==> src/rtl/spi_pkg.sv <==
// Shared types and constants for the SPI word receiver.
package spi_pkg;

    typedef enum logic {
        ST_IDLE   = 1'b0,
        ST_ACTIVE = 1'b1
    } spi_state_e;

    localparam int SPI_WORD_W     = 8;
    localparam int SPI_FIFO_DEPTH = 4;

    // Synchronizer flop reset value, bit order {in_clk, cs, sdi}: cs idles high.
    localparam logic [2:0] SYNC_RST = 3'b010;

endpackage

==> src/rtl/spi_rx_fifo.sv <==
// Small FIFO with a registered head word; pointers carry one extra bit
// so full and empty can be told apart when the indices match.
module spi_rx_fifo #(
    parameter int WIDTH = 8,
    parameter int DEPTH = 4
) (
    input  logic             clk,
    input  logic             nreset,
    input  logic             push,
    input  logic [WIDTH-1:0] push_data,
    output logic             full,
    input  logic             pop,
    output logic [WIDTH-1:0] pop_data,
    output logic             empty
);

    localparam int AW = $clog2(DEPTH);

    logic [WIDTH-1:0] mem [DEPTH];
    logic [AW:0]      wr_ptr;
    logic [AW:0]      rd_ptr;
    logic [AW:0]      wr_nxt;
    logic [AW:0]      rd_nxt;
    logic             do_push;
    logic             do_pop;

    assign empty   = (wr_ptr == rd_ptr);
    assign full    = (wr_ptr[AW] != rd_ptr[AW]) && (wr_ptr[AW-1:0] == rd_ptr[AW-1:0]);
    assign do_pop  = pop && !empty;
    assign do_push = push && (!full || do_pop);
    assign wr_nxt  = wr_ptr + {{AW{1'b0}}, do_push};
    assign rd_nxt  = rd_ptr + {{AW{1'b0}}, do_pop};

    always_ff @(posedge clk) begin
        if (do_push) begin
            mem[wr_ptr[AW-1:0]] <= push_data;
        end
    end

    // The head register takes the incoming word directly when it becomes the head.
    always_ff @(posedge clk or negedge nreset) begin
        if (!nreset) begin
            wr_ptr   <= '0;
            rd_ptr   <= '0;
            pop_data <= '0;
        end else begin
            wr_ptr <= wr_nxt;
            rd_ptr <= rd_nxt;
            if (wr_nxt != rd_nxt) begin
                pop_data <= (do_push && (rd_nxt == wr_ptr)) ? push_data : mem[rd_nxt[AW-1:0]];
            end
        end
    end

endmodule

==> src/rtl/spi_word_rx.sv <==
// Oversampling SPI word receiver: synchronizes in_clk/cs/sdi, deserializes
// MSB-first words into a FIFO and reports frame status.
module spi_word_rx
    import spi_pkg::*;
#(
    parameter int WIDTH = SPI_WORD_W,
    parameter int DEPTH = SPI_FIFO_DEPTH,
    parameter int CNT_W = 8
) (
    input  logic             clk,
    input  logic             nreset,
    input  logic             in_clk,
    input  logic             cs,
    input  logic             sdi,
    output logic [WIDTH-1:0] out_data,
    output logic             out_valid,
    input  logic             out_ready,
    output logic             frame_end,
    output logic             frame_err,
    output logic             overflow,
    input  logic             ovf_clear,
    output logic [CNT_W-1:0] word_cnt
);

    localparam int BW = $clog2(WIDTH + 1);

    logic [2:0]       sync1;
    logic [2:0]       sync2;
    logic             in_clk_s1;
    logic             in_clk_s2;
    logic             cs_s2;
    logic             sdi_s2;
    logic             rise;

    spi_state_e       state;
    spi_state_e       state_nxt;
    logic [BW-1:0]    bit_cnt;
    logic [BW-1:0]    bit_cnt_nxt;
    logic [WIDTH-1:0] shift_reg;
    logic [WIDTH-1:0] shift_nxt;
    logic [CNT_W-1:0] cnt_nxt;
    logic             push_word;
    logic             end_nxt;
    logic             err_nxt;
    logic             fifo_full;
    logic             fifo_empty;
    logic             drop;

    always_ff @(posedge clk or negedge nreset) begin
        if (!nreset) begin
            sync1 <= SYNC_RST;
            sync2 <= SYNC_RST;
        end else begin
            sync1 <= {in_clk, cs, sdi};
            sync2 <= sync1;
        end
    end

    assign in_clk_s1 = sync1[2];
    assign in_clk_s2 = sync2[2];
    assign cs_s2     = sync2[1];
    assign sdi_s2    = sync2[0];
    assign rise      = in_clk_s1 && !in_clk_s2;

    // A rise in the same cycle as cs going high is shifted in before the frame closes.
    always_comb begin
        state_nxt   = state;
        bit_cnt_nxt = bit_cnt;
        shift_nxt   = shift_reg;
        cnt_nxt     = word_cnt;
        push_word   = 1'b0;
        end_nxt     = 1'b0;
        err_nxt     = 1'b0;
        case (state)
            ST_IDLE: begin
                if (!cs_s2) begin
                    state_nxt   = ST_ACTIVE;
                    bit_cnt_nxt = '0;
                    shift_nxt   = '0;
                    cnt_nxt     = '0;
                end
            end
            ST_ACTIVE: begin
                if (rise) begin
                    shift_nxt = {shift_reg[WIDTH-2:0], sdi_s2};
                    if (bit_cnt == BW'(WIDTH - 1)) begin
                        push_word   = 1'b1;
                        bit_cnt_nxt = '0;
                        if (word_cnt != '1) begin
                            cnt_nxt = word_cnt + 1'b1;
                        end
                    end else begin
                        bit_cnt_nxt = bit_cnt + 1'b1;
                    end
                end
                if (cs_s2) begin
                    state_nxt = ST_IDLE;
                    end_nxt   = 1'b1;
                    err_nxt   = (bit_cnt_nxt != '0);
                end
            end
            default: state_nxt = ST_IDLE;
        endcase
    end

    assign drop = push_word && fifo_full && !(out_valid && out_ready);

    always_ff @(posedge clk or negedge nreset) begin
        if (!nreset) begin
            state     <= ST_IDLE;
            bit_cnt   <= '0;
            shift_reg <= '0;
            word_cnt  <= '0;
            frame_end <= 1'b0;
            frame_err <= 1'b0;
            overflow  <= 1'b0;
        end else begin
            state     <= state_nxt;
            bit_cnt   <= bit_cnt_nxt;
            shift_reg <= shift_nxt;
            word_cnt  <= cnt_nxt;
            frame_end <= end_nxt;
            frame_err <= err_nxt;
            if (drop) begin
                overflow <= 1'b1;
            end else if (ovf_clear) begin
                overflow <= 1'b0;
            end
        end
    end

    spi_rx_fifo #(
        .WIDTH (WIDTH),
        .DEPTH (DEPTH)
    ) u_fifo (
        .clk       (clk),
        .nreset    (nreset),
        .push      (push_word),
        .push_data (shift_nxt),
        .full      (fifo_full),
        .pop       (out_ready),
        .pop_data  (out_data),
        .empty     (fifo_empty)
    );

    assign out_valid = !fifo_empty;

endmodule
==> config.mk <==
export PLATFORM = sky130hd
export DESIGN_NAME = spi_word_rx
export DESIGN_NICKNAME = d
export VERILOG_FILES = /design/src/rtl/spi_pkg.sv /design/src/rtl/spi_rx_fifo.sv /design/src/rtl/spi_word_rx.sv
export SDC_FILE = /design/constraint.sdc
export NUM_CORES = 1
export LEC_CHECK = 0
export ABC_AREA = 1
export CORE_MARGIN = 3
export CORE_UTILIZATION = 52
export DETAILED_ROUTE_END_ITERATION = 8
export PLACE_DENSITY = 0.77
export SLEW_MARGIN = 10
export SYNTH_ARGS = -nofsm -noshare
export SYNTH_HDL_FRONTEND = slang
export SYNTH_SLANG_ARGS = --single-unit
==> constraint.sdc <==
create_clock -name clk -period 2.75 [get_ports clk]
set_clock_uncertainty 0.2 [all_clocks]
set_input_delay 0.55 -clock clk [delete_from_list [all_inputs] [get_ports clk]]
set_output_delay 0.55 -clock clk [all_outputs]
set_load 0.01 [all_outputs]
# Yosys cells after proc, flatten, opt, wreduce, memory -nomap -nowiden
# Memory sizes are Yosys's and may differ from the RTL's.
# Index checks and enable logic that the tools add are counted.
[op_classes] add_sub_neg=4 mul=0 div=0 n_lt_le_gt_ge=0 eq_ne=11 n_shift=0 muxes=26 n_bitwise=1 n_reduce_logical=15
[ops] cell="$mux 8" count=7
[ops] cell="$pmux 8 s2" count=2
[ops] cell="$mux 4" count=4
[ops] cell="$mux 1" count=12
[ops] cell="$add 8x1->8 const B" count=1
[ops] cell="$ne 8x8->1 const B" count=1
[ops] cell="$pmux 4 s2" count=1
[ops] cell="$logic_and 1x1->1" count=7
[ops] cell="$add 3x1->3" count=2
[ops] cell="$eq 3x3->1" count=2
[ops] cell="$add 4x1->4 const B" count=1
[ops] cell="$eq 4x3->1 const B" count=1
[ops] cell="$logic_not 1->1" count=4
[ops] cell="$ne 2x1->1 const B" count=2
[ops] cell="$ne 2x2->1 const B" count=2
[ops] cell="$reduce_and 4->1" count=1
[ops] cell="$reduce_bool 4->1" count=1
[ops] cell="$ne 3x3->1" count=1
[ops] cell="$eq 2x2->1" count=1
[ops] cell="$reduce_bool 2->1" count=1
[ops] cell="$logic_or 1x1->1" count=1
[ops] cell="$ne 1x1->1" count=1
[ops] cell="$not 1->1" count=1
[word_totals] reg_bits=44 latch_bits=0 ramBits=32 mem_bits_ro=0 inputBits=7 elab_cells=70 n_memories=1
[mem_list] name="u_fifo.mem" depth=4 word_bits=8 read_ports=1 rd_ports_with_merged_regs=0 write_ports=1 line_no="spi_rx_fifo.sv:19" rtl="logic [WIDTH-1:0] mem [DEPTH];"

# Depth between registers and ports, before layout
# Gate-level depths: netlist of run 1.
[logic_depth] depth_word=7 ltp_mapped=18 depth_no_buf=18

# Hierarchy
# Synthesis of run 1 repeated with hierarchy kept, for this count alone.
[hier_totals] hier_cells=349 area_unflattened_um2=3550.9
[modules_own_cells] mod="spi_rx_fifo" n_inst=1 cells_per_inst=190 area_each_um2=2098.3 seq_area_each_um2=1311.3
[modules_own_cells] mod="spi_word_rx" n_inst=1 cells_per_inst=159 area_each_um2=1452.6 seq_area_each_um2=753.2

# Least setup slack after synthesis of run 1
# No wires, ideal clock.
[synth_path] path_kind="register to register" startpoint="register u_fifo.rd_ptr[0]" endpoint="register u_fifo.pop_data[0]" setup_ns=0.116 arrival_time_ns=2.606 required_ns=2.434 setup_slack_ns=-0.172 path_stages_with_launch=15 path_buffers=2 period_less_slack_ns=2.922 path_cell_list="dfrtp_1 > xnor2_2 > nand3_4 > nand3_4 > buf_2 > inv_1 > ha_1 > clkbuf_1 > xor2_1 > nor3_1 > nand3_4 > nand2_1 > clkinv_1 > nand2_1 > nand2_1"
[synth_via] elab_chain_cells=7
[synth_rtl] element="start, declared" line_no="spi_rx_fifo.sv:21" rtl="logic [AW:0] rd_ptr;"
[synth_rtl] element="start signal, assigned" line_no="spi_rx_fifo.sv:48" rtl="rd_ptr <= rd_nxt;"
[synth_rtl] element="$eq 3x3->1 *" line_no="spi_rx_fifo.sv:27" rtl="assign empty = (wr_ptr == rd_ptr);"
[synth_rtl] element="$logic_not 1->1 *"
[synth_rtl] element="net out_valid" line_no="spi_word_rx.sv:16" rtl="output logic out_valid,"
[synth_rtl] element="$logic_and 1x1->1 *" line_no="spi_rx_fifo.sv:29" rtl="assign do_pop = pop && !empty;"
[synth_rtl] element="$add 3x1->3 *" line_no="spi_rx_fifo.sv:32" rtl="assign rd_nxt = rd_ptr + {{AW{1'b0}}, do_pop};"
[synth_rtl] element="net u_fifo.rd_nxt[1]" line_no="spi_rx_fifo.sv:23" rtl="logic [AW:0] rd_nxt;"
[synth_rtl] element="parallel branches: the longest is 3 deep, another holds $mem_v2 4x8"
[synth_rtl] element="end signal, assigned" line_no="spi_rx_fifo.sv:50" rtl="pop_data <= (do_push && (rd_nxt == wr_ptr)) ? push_data : mem[rd_nxt[AW-1:0]];"
[synth_rtl] element="end, declared" line_no="spi_rx_fifo.sv:13" rtl="output logic [WIDTH-1:0] pop_data,"
# Mark *: on every way through the listed nets, which the timed path passes.
# A chain may end at the register's enable or synchronous reset.

# Worst setup path after layout of run 1
[layout_path] startpoint="register u_fifo.rd_ptr[0]" endpoint="register u_fifo.pop_data[5]"
[layout_via] elab_chain_cells=7
[layout_rtl] element="$eq 3x3->1" line_no="spi_rx_fifo.sv:27"
[layout_rtl] element="$logic_not 1->1" line_no="spi_rx_fifo.sv:29"
[layout_rtl] element="$logic_and 1x1->1" line_no="spi_rx_fifo.sv:29"
[layout_rtl] element="$add 3x1->3 *" line_no="spi_rx_fifo.sv:32"
[layout_rtl] element="net u_fifo.rd_nxt[2]" line_no="spi_rx_fifo.sv:23"
[layout_rtl] element="$eq 3x3->1" line_no="spi_rx_fifo.sv:50"
[layout_rtl] element="$logic_and 1x1->1" line_no="spi_rx_fifo.sv:50"
[layout_rtl] element="$mux 8" line_no="spi_rx_fifo.sv:50"
# The timed path passes the listed nets; every way through them passes the cells marked *.

==> results of run 1 <==
-- worst paths after layout --
check                      cells past startpoint                       start  slack (ns)                             end
min                                            0          sync1[0]$_DFF_PN0_        0.15              sync2[0]$_DFF_PN0_
min in group asynchronous                      2                      nreset        0.50  u_fifo.pop_data[2]$_DFFE_PN0P_
max reg2reg                                   16  u_fifo.rd_ptr[0]$_DFF_PN0_        0.11  u_fifo.pop_data[5]$_DFFE_PN0P_
max                                           16  u_fifo.rd_ptr[0]$_DFF_PN0_        0.11  u_fifo.pop_data[5]$_DFFE_PN0P_
min reg2reg                                    0          sync1[0]$_DFF_PN0_        0.15              sync2[0]$_DFF_PN0_
max in group asynchronous                      3                      nreset        1.12              sync1[1]$_DFF_PN1_
-- what timing repair did --
item                                    in CTS  in global routing
buffers inserted                             0                 10
hold buffers                                 1                  0
gates resized for setup                      0                 42
endpoints found under the setup margin       0                  8
hold endpoints to repair                    22                  0
-- cells by family (layout without fill, tap and decap cells) --
logic type	count (synthesis)	after routing	share of synthesized area, %
buf+inv	93	158	10.2
flops	76	76	58.3
simple gates	167	169	23.3
fa+ha+maj	5	5	1.77
xor+xnor	6	6	1.70
compound gates	28	28	4.77
-- area by class of cell --
type	count	area, sq um
flip-flops and latches	76	2070
inverters	89	337
multi-input cells	208	1280
clock inverters	7	91.3
clock buffers	9	124
repair buffers	53	464
fillers	489	2000
well taps	77	96.3
-- worst reg2reg max path: stages, from the launching register on --
cell     delay, ns
dfrtp_2       0.44
xnor2_2       0.22
buf_4         0.16
nand3_4       0.10
nand3_4       0.10
inv_2         0.05
ha_4          0.16
xnor2_2       0.15
inv_1         0.09
buf_6         0.10
nor2_2        0.03
nor3_2        0.30
nand3_4       0.18
nand2_2       0.12
inv_2         0.04
nand2_2       0.05
nand2_1       0.04
-- metal layers --
layer	global-route usage, %	vias to the layer above	routed length, microns
li1	-	1335	-
met1	25.6	1245	3300
met2	29.5	51	3310
met3	4.56	10	243
met4	7.83	0	109
met5	0	-	0
-- through the flow --
stage | utilization [%] | area [sq um] | hold WS [ns]
6_report | 69.0 | 4460 | 0.153
3_5_place_dp | 61.8 | 3990 | 0.139
2_1_floorplan | - | 3550 | 0.0544
3_3_place_gp | 61.8 | 3990 | 0.134
4_1_cts | 65.3 | 4220 | 0.156
5_1_grt | 69.0 | 4460 | 0.158
-- cells in the mapped netlist (2+ instances only) --
cell      instances  area share, %
a21oi_1           5           0.71
clkinv_1          3           0.32
dfrtp_1          42             30
dfstp_2           2            1.5
edfxtp_1         32             27
ha_1              5            1.8
inv_1            84            8.9
inv_2             2           0.21
nand2_1          74            7.8
nand2_2           2           0.35
nand2_4           2           0.64
nand3_1          52            7.3
nand3_4           3            1.5
nand4_1           8            1.4
nor2_1           16            1.7
nor2_4            2           0.64
nor3_1            5           0.71
o21ai_0           5           0.71
o22ai_1          15            2.7
xnor2_1           3           0.74
xor2_1            2           0.49
-- power groups by stage --
| stage | Clock [mW] | Sequential [mW] | Combinational, mW |
|---|---|---|---|
| global placement | 0 | 1.37 | 1.16 |
| detailed placement | 0 | 1.38 | 1.18 |
| floorplan | 0 | 1.40 | 0.815 |
| CTS | 0.935 | 1.35 | 1.19 |
| finish | 0.920 | 1.35 | 1.41 |
| global route | 0.991 | 1.36 | 1.58 |
==> reports/metrics.cfg, run 1 <==
[layout]
largest_reg_flops = 32
final_nets = 449
area_delta_synth_final_pct = 25.9
finalNonFillerCells = 519
antennaDiodeCount = 0
layout_common_cells = inv_1 (79), nand2_1 (64), nand3_1 (49)
layout_commonest_cell = inv_1
drive_gt1_share_pct = 21.3

[placement]
pre_cts_ws_ns = -0.192
dp.cells = 490
gp_congestion = 0.814
portBuffers = 26
dp_hpwl_microns = 4630

[clocking]
clk_path_buf_depth = 2
clock_latency_ns = 0.35
cts_buffers = 9
clock-root-buffer = clkbuf_8
cts.sinks = 76
htreeDepth = 3
cts_tree = yes
clkTransAtPathRegs_ns = 0.09

[synthesis]
ys_seq_area_share_pct = 58.3
syn_inst = 375
synth_cell_types = 32
synth_seq_cells = 76
ys_warn_count = 0
syn_avg_cell_area_sq_um = 9.44
syn_nets = 387
async_flop_share_pct = 57.9
synth.cell_area_sq_um = 3540
synth_edf_count = 32
synth_ff_type = dfrtp_1

[global_route]
grt_overflow = 0
grt_pass1_vias = 2465
grt_pass1_wl_microns = 11200
grtUsageTotal_pct = 18.9
antenna_found_initial = 0
grt_max_degree = 24

[detailed_routing]
drtPass1Iterations = 4
drtIter0Drc = 162
drc = 0
wirelength_microns = 6960
wl_per_cell_microns = 13.4
via_per_inst = 5.09
vias = 2641
ant_nets = 0

[power_and_ir_drop]
power.share.clock_pct = 25.0
seq_power_share_pct = 36.8
swShare_pct = 35.3
p_int_mw = 2.38
power-per-cell-area_nw_per_um2 = 826
power.leakage_nw = 2.05
comb_power_share_pct = 38.2
power.switching_mw = 1.30
peakVddDrop_v = 0.000374
power_mw = 3.68

[setup_path]
critPathBufInv = 5
path_common_cell = nand3_4
path_cells = xnor2_2 -> buf_4 -> nand3_4 -> nand3_4 -> inv_2 -> ha_4 -> xnor2_2 -> inv_1 -> buf_6 -> nor2_2 -> nor3_2 -> nand3_4 -> nand2_2 -> inv_2 -> nand2_2 -> nand2_1
cp_slowest_cell = dfrtp_2
crit_type = reg -> reg
required_ns = 2.80
cp.arrival_ns = 2.69
cp-start-kind = register
cp_top_family = simple AND/OR/NAND/NOR gates
cpPeakStageDelay_ns = 0.44
critPathMaxFanout = 5
endpoint_kind = register

[timing]
finalCritPeriodShare_pct = 96.1
worst_pin_slew_ns = 0.520
min_period_ns = 2.64
maxSlewHeadroom_pct = 65.4
setup_viol = 0
slew_viol_final = 0
setup_tns_ns = 0
hold_violations = 0
worst_slack_ns = 0.108
clock.fmax_mhz = 378

[outcome]
status = complete, no violations

[floorplanning]
die_x_microns = 88.5
std_cell_rows = 29
dieArea_sq_um = 7840
pin_count = 27
core_sq_um = 6460
initial_core_util_pct = 54.8
die_height_microns = 88.5

[hold_path]
hold_class = reg -> reg

[job]
maxCapViolCount = 0

Power figures use the tool's default switching activity.
==> inputs of run 2 (changes only) <==
Settings changed: CORE_UTILIZATION 52 to 49, CTS_BUF_LIST set to sky130_fd_sc_hd__clkbuf_16, PLACE_DENSITY 0.77 to 0.73.
==> reports/metrics.cfg, run 2 (same netlist as run 1, synthesis figures left out) <==
[clocking]
clock_latency_ns = 0.34  ; about the same
htreeDepth = 3  ; unchanged
cts_buffers = 9  ; unchanged
cts.sinks = 76  ; unchanged
cts_tree = yes
clock-root-buffer = clkbuf_16
clkTransAtPathRegs_ns = 0.06  ; -0.03 ns
clk_path_buf_depth = 2  ; unchanged

[placement]
portBuffers = 26  ; unchanged
gp_congestion = 0.803  ; -1.3%
placed_area_sq_um = 4040  ; +1.2%
dp_hpwl_microns = 4860  ; +5.1%
dp.cells = 512  ; +4.5%

[hold_path]
hold_class = reg -> reg
hold_depth = 0  ; unchanged

[floorplanning]
std_cell_rows = 30  ; +3.4%
dieArea_sq_um = 8280  ; +5.7%
die_height_microns = 91.0  ; +2.8%
core_sq_um = 6910  ; +6.9%
initial_core_util_pct = 51.3  ; -3.6 points
pin_count = 27  ; unchanged
die_x_microns = 91.0  ; +2.8%

[layout]
fill_cells = 578  ; +18%
final_util_pct = 64.7  ; -4.3 points
drive_gt1_share_pct = 16.0  ; -5.3 points
finalNonFillerCells = 534  ; +2.9%
final_nets = 445  ; -0.89%
antennaDiodeCount = 0  ; unchanged
area_delta_synth_final_pct = 26.3
multi_input_area_sq_um = 1210  ; -5.6%
layout_commonest_cell = inv_1
fin_area_sq_um = 4470  ; +0.34%
largest_reg_flops = 32  ; unchanged
register_area_sq_um = 2070  ; unchanged
layout_common_cells = inv_1 (85), nand2_1 (72), nand3_1 (50)

[global_route]
grt_max_degree = 20  ; -17%
grt_overflow = 0  ; unchanged
grt_pass1_vias = 2562  ; +3.9%
antenna_found_initial = 0  ; unchanged
grtUsageTotal_pct = 18.0  ; -0.92 points
grt_pass1_wl_microns = 11600  ; +4.3%

[setup_path]
cp-start-kind = primary input
path_cells = clkdlybuf4s50_1 -> nor2_2 -> nand3_2 -> nand2_2 -> inv_1 -> ha_1 -> ha_1 -> xnor2_2 -> inv_1 -> nor2_1 -> nor3_2 -> buf_4 -> nand3_4 -> nand2_1 -> clkinv_1 -> nand2_1 -> nand2_1
cp.depth = 17  ; +1
path_common_cell = nand2_1
reg2reg_depth = 16  ; unchanged
endpoint_kind = register
critPathMaxFanout = 5  ; unchanged
cp.arrival_ns = 2.66  ; -0.03 ns
cp_slowest_cell = clkdlybuf4s50_1
cp_top_family = simple AND/OR/NAND/NOR gates
required_ns = 2.78  ; -0.02 ns
cpPeakStageDelay_ns = 0.44  ; about the same
critPathBufInv = 5  ; unchanged
crit_type = in -> reg

[power_and_ir_drop]
power-per-cell-area_nw_per_um2 = 865  ; +4.7%
power.leakage_nw = 2.08  ; +1.6%
peakVddDrop_v = 0.000391  ; +4.6%
power_mw = 3.87  ; +5.1%

[detailed_routing]
ant_nets = 0  ; unchanged
wl_met1_microns = 3110  ; -5.7%
wirelength_microns = 6900  ; -0.76%
wl_per_cell_microns = 12.9  ; -3.5%
highest_layer = met4
wl_met2_microns = 3370  ; +1.9%
drtIter0Drc = 112  ; -31%
drtPass1Iterations = 4  ; unchanged
via_per_inst = 4.96  ; -2.5%
wl_met3_microns = 310  ; +28%
vias = 2649  ; +0.30%
drc = 0  ; unchanged

[timing]
maxSlewHeadroom_pct = 65.5  ; +0.18 points
slew_viol_final = 0  ; unchanged
clock.fmax_mhz = 381  ; +0.54%
finalCritPeriodShare_pct = 95.6  ; -0.52 points
worst_pin_slew_ns = 0.517  ; -0.00271 ns
hold_violations = 0  ; unchanged
min_period_ns = 2.63  ; -0.0142 ns
hold_slack_ns = 0.162  ; +0.00865 ns
setup_viol = 0  ; unchanged

[job]
maxCapViolCount = 0  ; unchanged

[outcome]
status = complete, no violations

run 2: cell types whose count changed in the layout (fill, tap and decap cells not counted), moves of 3 or more:
cell,change
clkbuf_8,-9
ha_4,-4
nand2_1,+8
nand2_2,-7
inv_2,-7
inv_1,+6
clkbuf_16,+11
buf_4,-3
run 2: path summary, 6_finish.rpt:
path	endpoint	slack (ns)	from
hold reg to reg	sync2[0]$_DFF_PN0_	0.16	sync1[0]$_DFF_PN0_
setup reg to reg	u_fifo.pop_data[1]$_DFFE_PN0P_	0.14	u_fifo.rd_ptr[0]$_DFF_PN0_
min in group asynchronous	bit_cnt[3]$_DFFE_PN0P_	0.44	nreset
setup / recovery	u_fifo.pop_data[1]$_DFFE_PN0P_	0.12	out_ready
max in group asynchronous	sync2[1]$_DFF_PN1_	1.30	nreset
hold / removal	sync2[0]$_DFF_PN0_	0.16	sync1[0]$_DFF_PN0_
run 2: cell type report:
| type | count | area share [%] |
|---|---|---|
| flip-flops and latches | 76 | 46.2 |
| clock inverters | 5 | 0.867 |
| repair buffers | 49 | 9.63 |
| well taps | 96 | 2.69 |
| clock buffers | 11 | 6.16 |
| multi-input cells | 208 | 27.0 |
| inverters | 89 | 7.47 |
run 2: timing repair:
| item | in CTS | in global routing |
|---|---|---|
| hold buffers | 1 | 0 |
| gates resized for setup | 0 | 15 |
| setup endpoints to repair | 0 | 8 |
| hold endpoints to repair | 12 | 0 |
| setup buffers | 0 | 3 |
run 2: report_power, final:
part           leakage, nW  switching [mW]  internal [mW]  total [mW]
sequential           0.859          0.0792           1.29        1.37
combinational         1.07           0.776          0.521        1.30
clock                0.160           0.475          0.729        1.20
total                 2.08            1.33           2.54        3.87
run 2: stage by stage:
step / setup WS (ns) / setup TNS (ns)
6_report: 0.122 / 0
5_1_grt: -0.0243 / -0.0672
4_1_cts: 0.0420 / 0
3_5_place_dp: -0.210 / -1.51
3_3_place_gp: -0.121 / -0.911
2_1_floorplan: 0.00290 / 0
run 2: routing by layer:
| layer | GRT usage [%] | vias to the layer above |
|---|---|---|
| met2 | 28.6 | 58 |
| met4 | 7.41 | 0 |
| met5 | 0 | - |
| li1 | - | 1329 |
| met3 | 5.72 | 10 |
| met1 | 22.8 | 1252 |
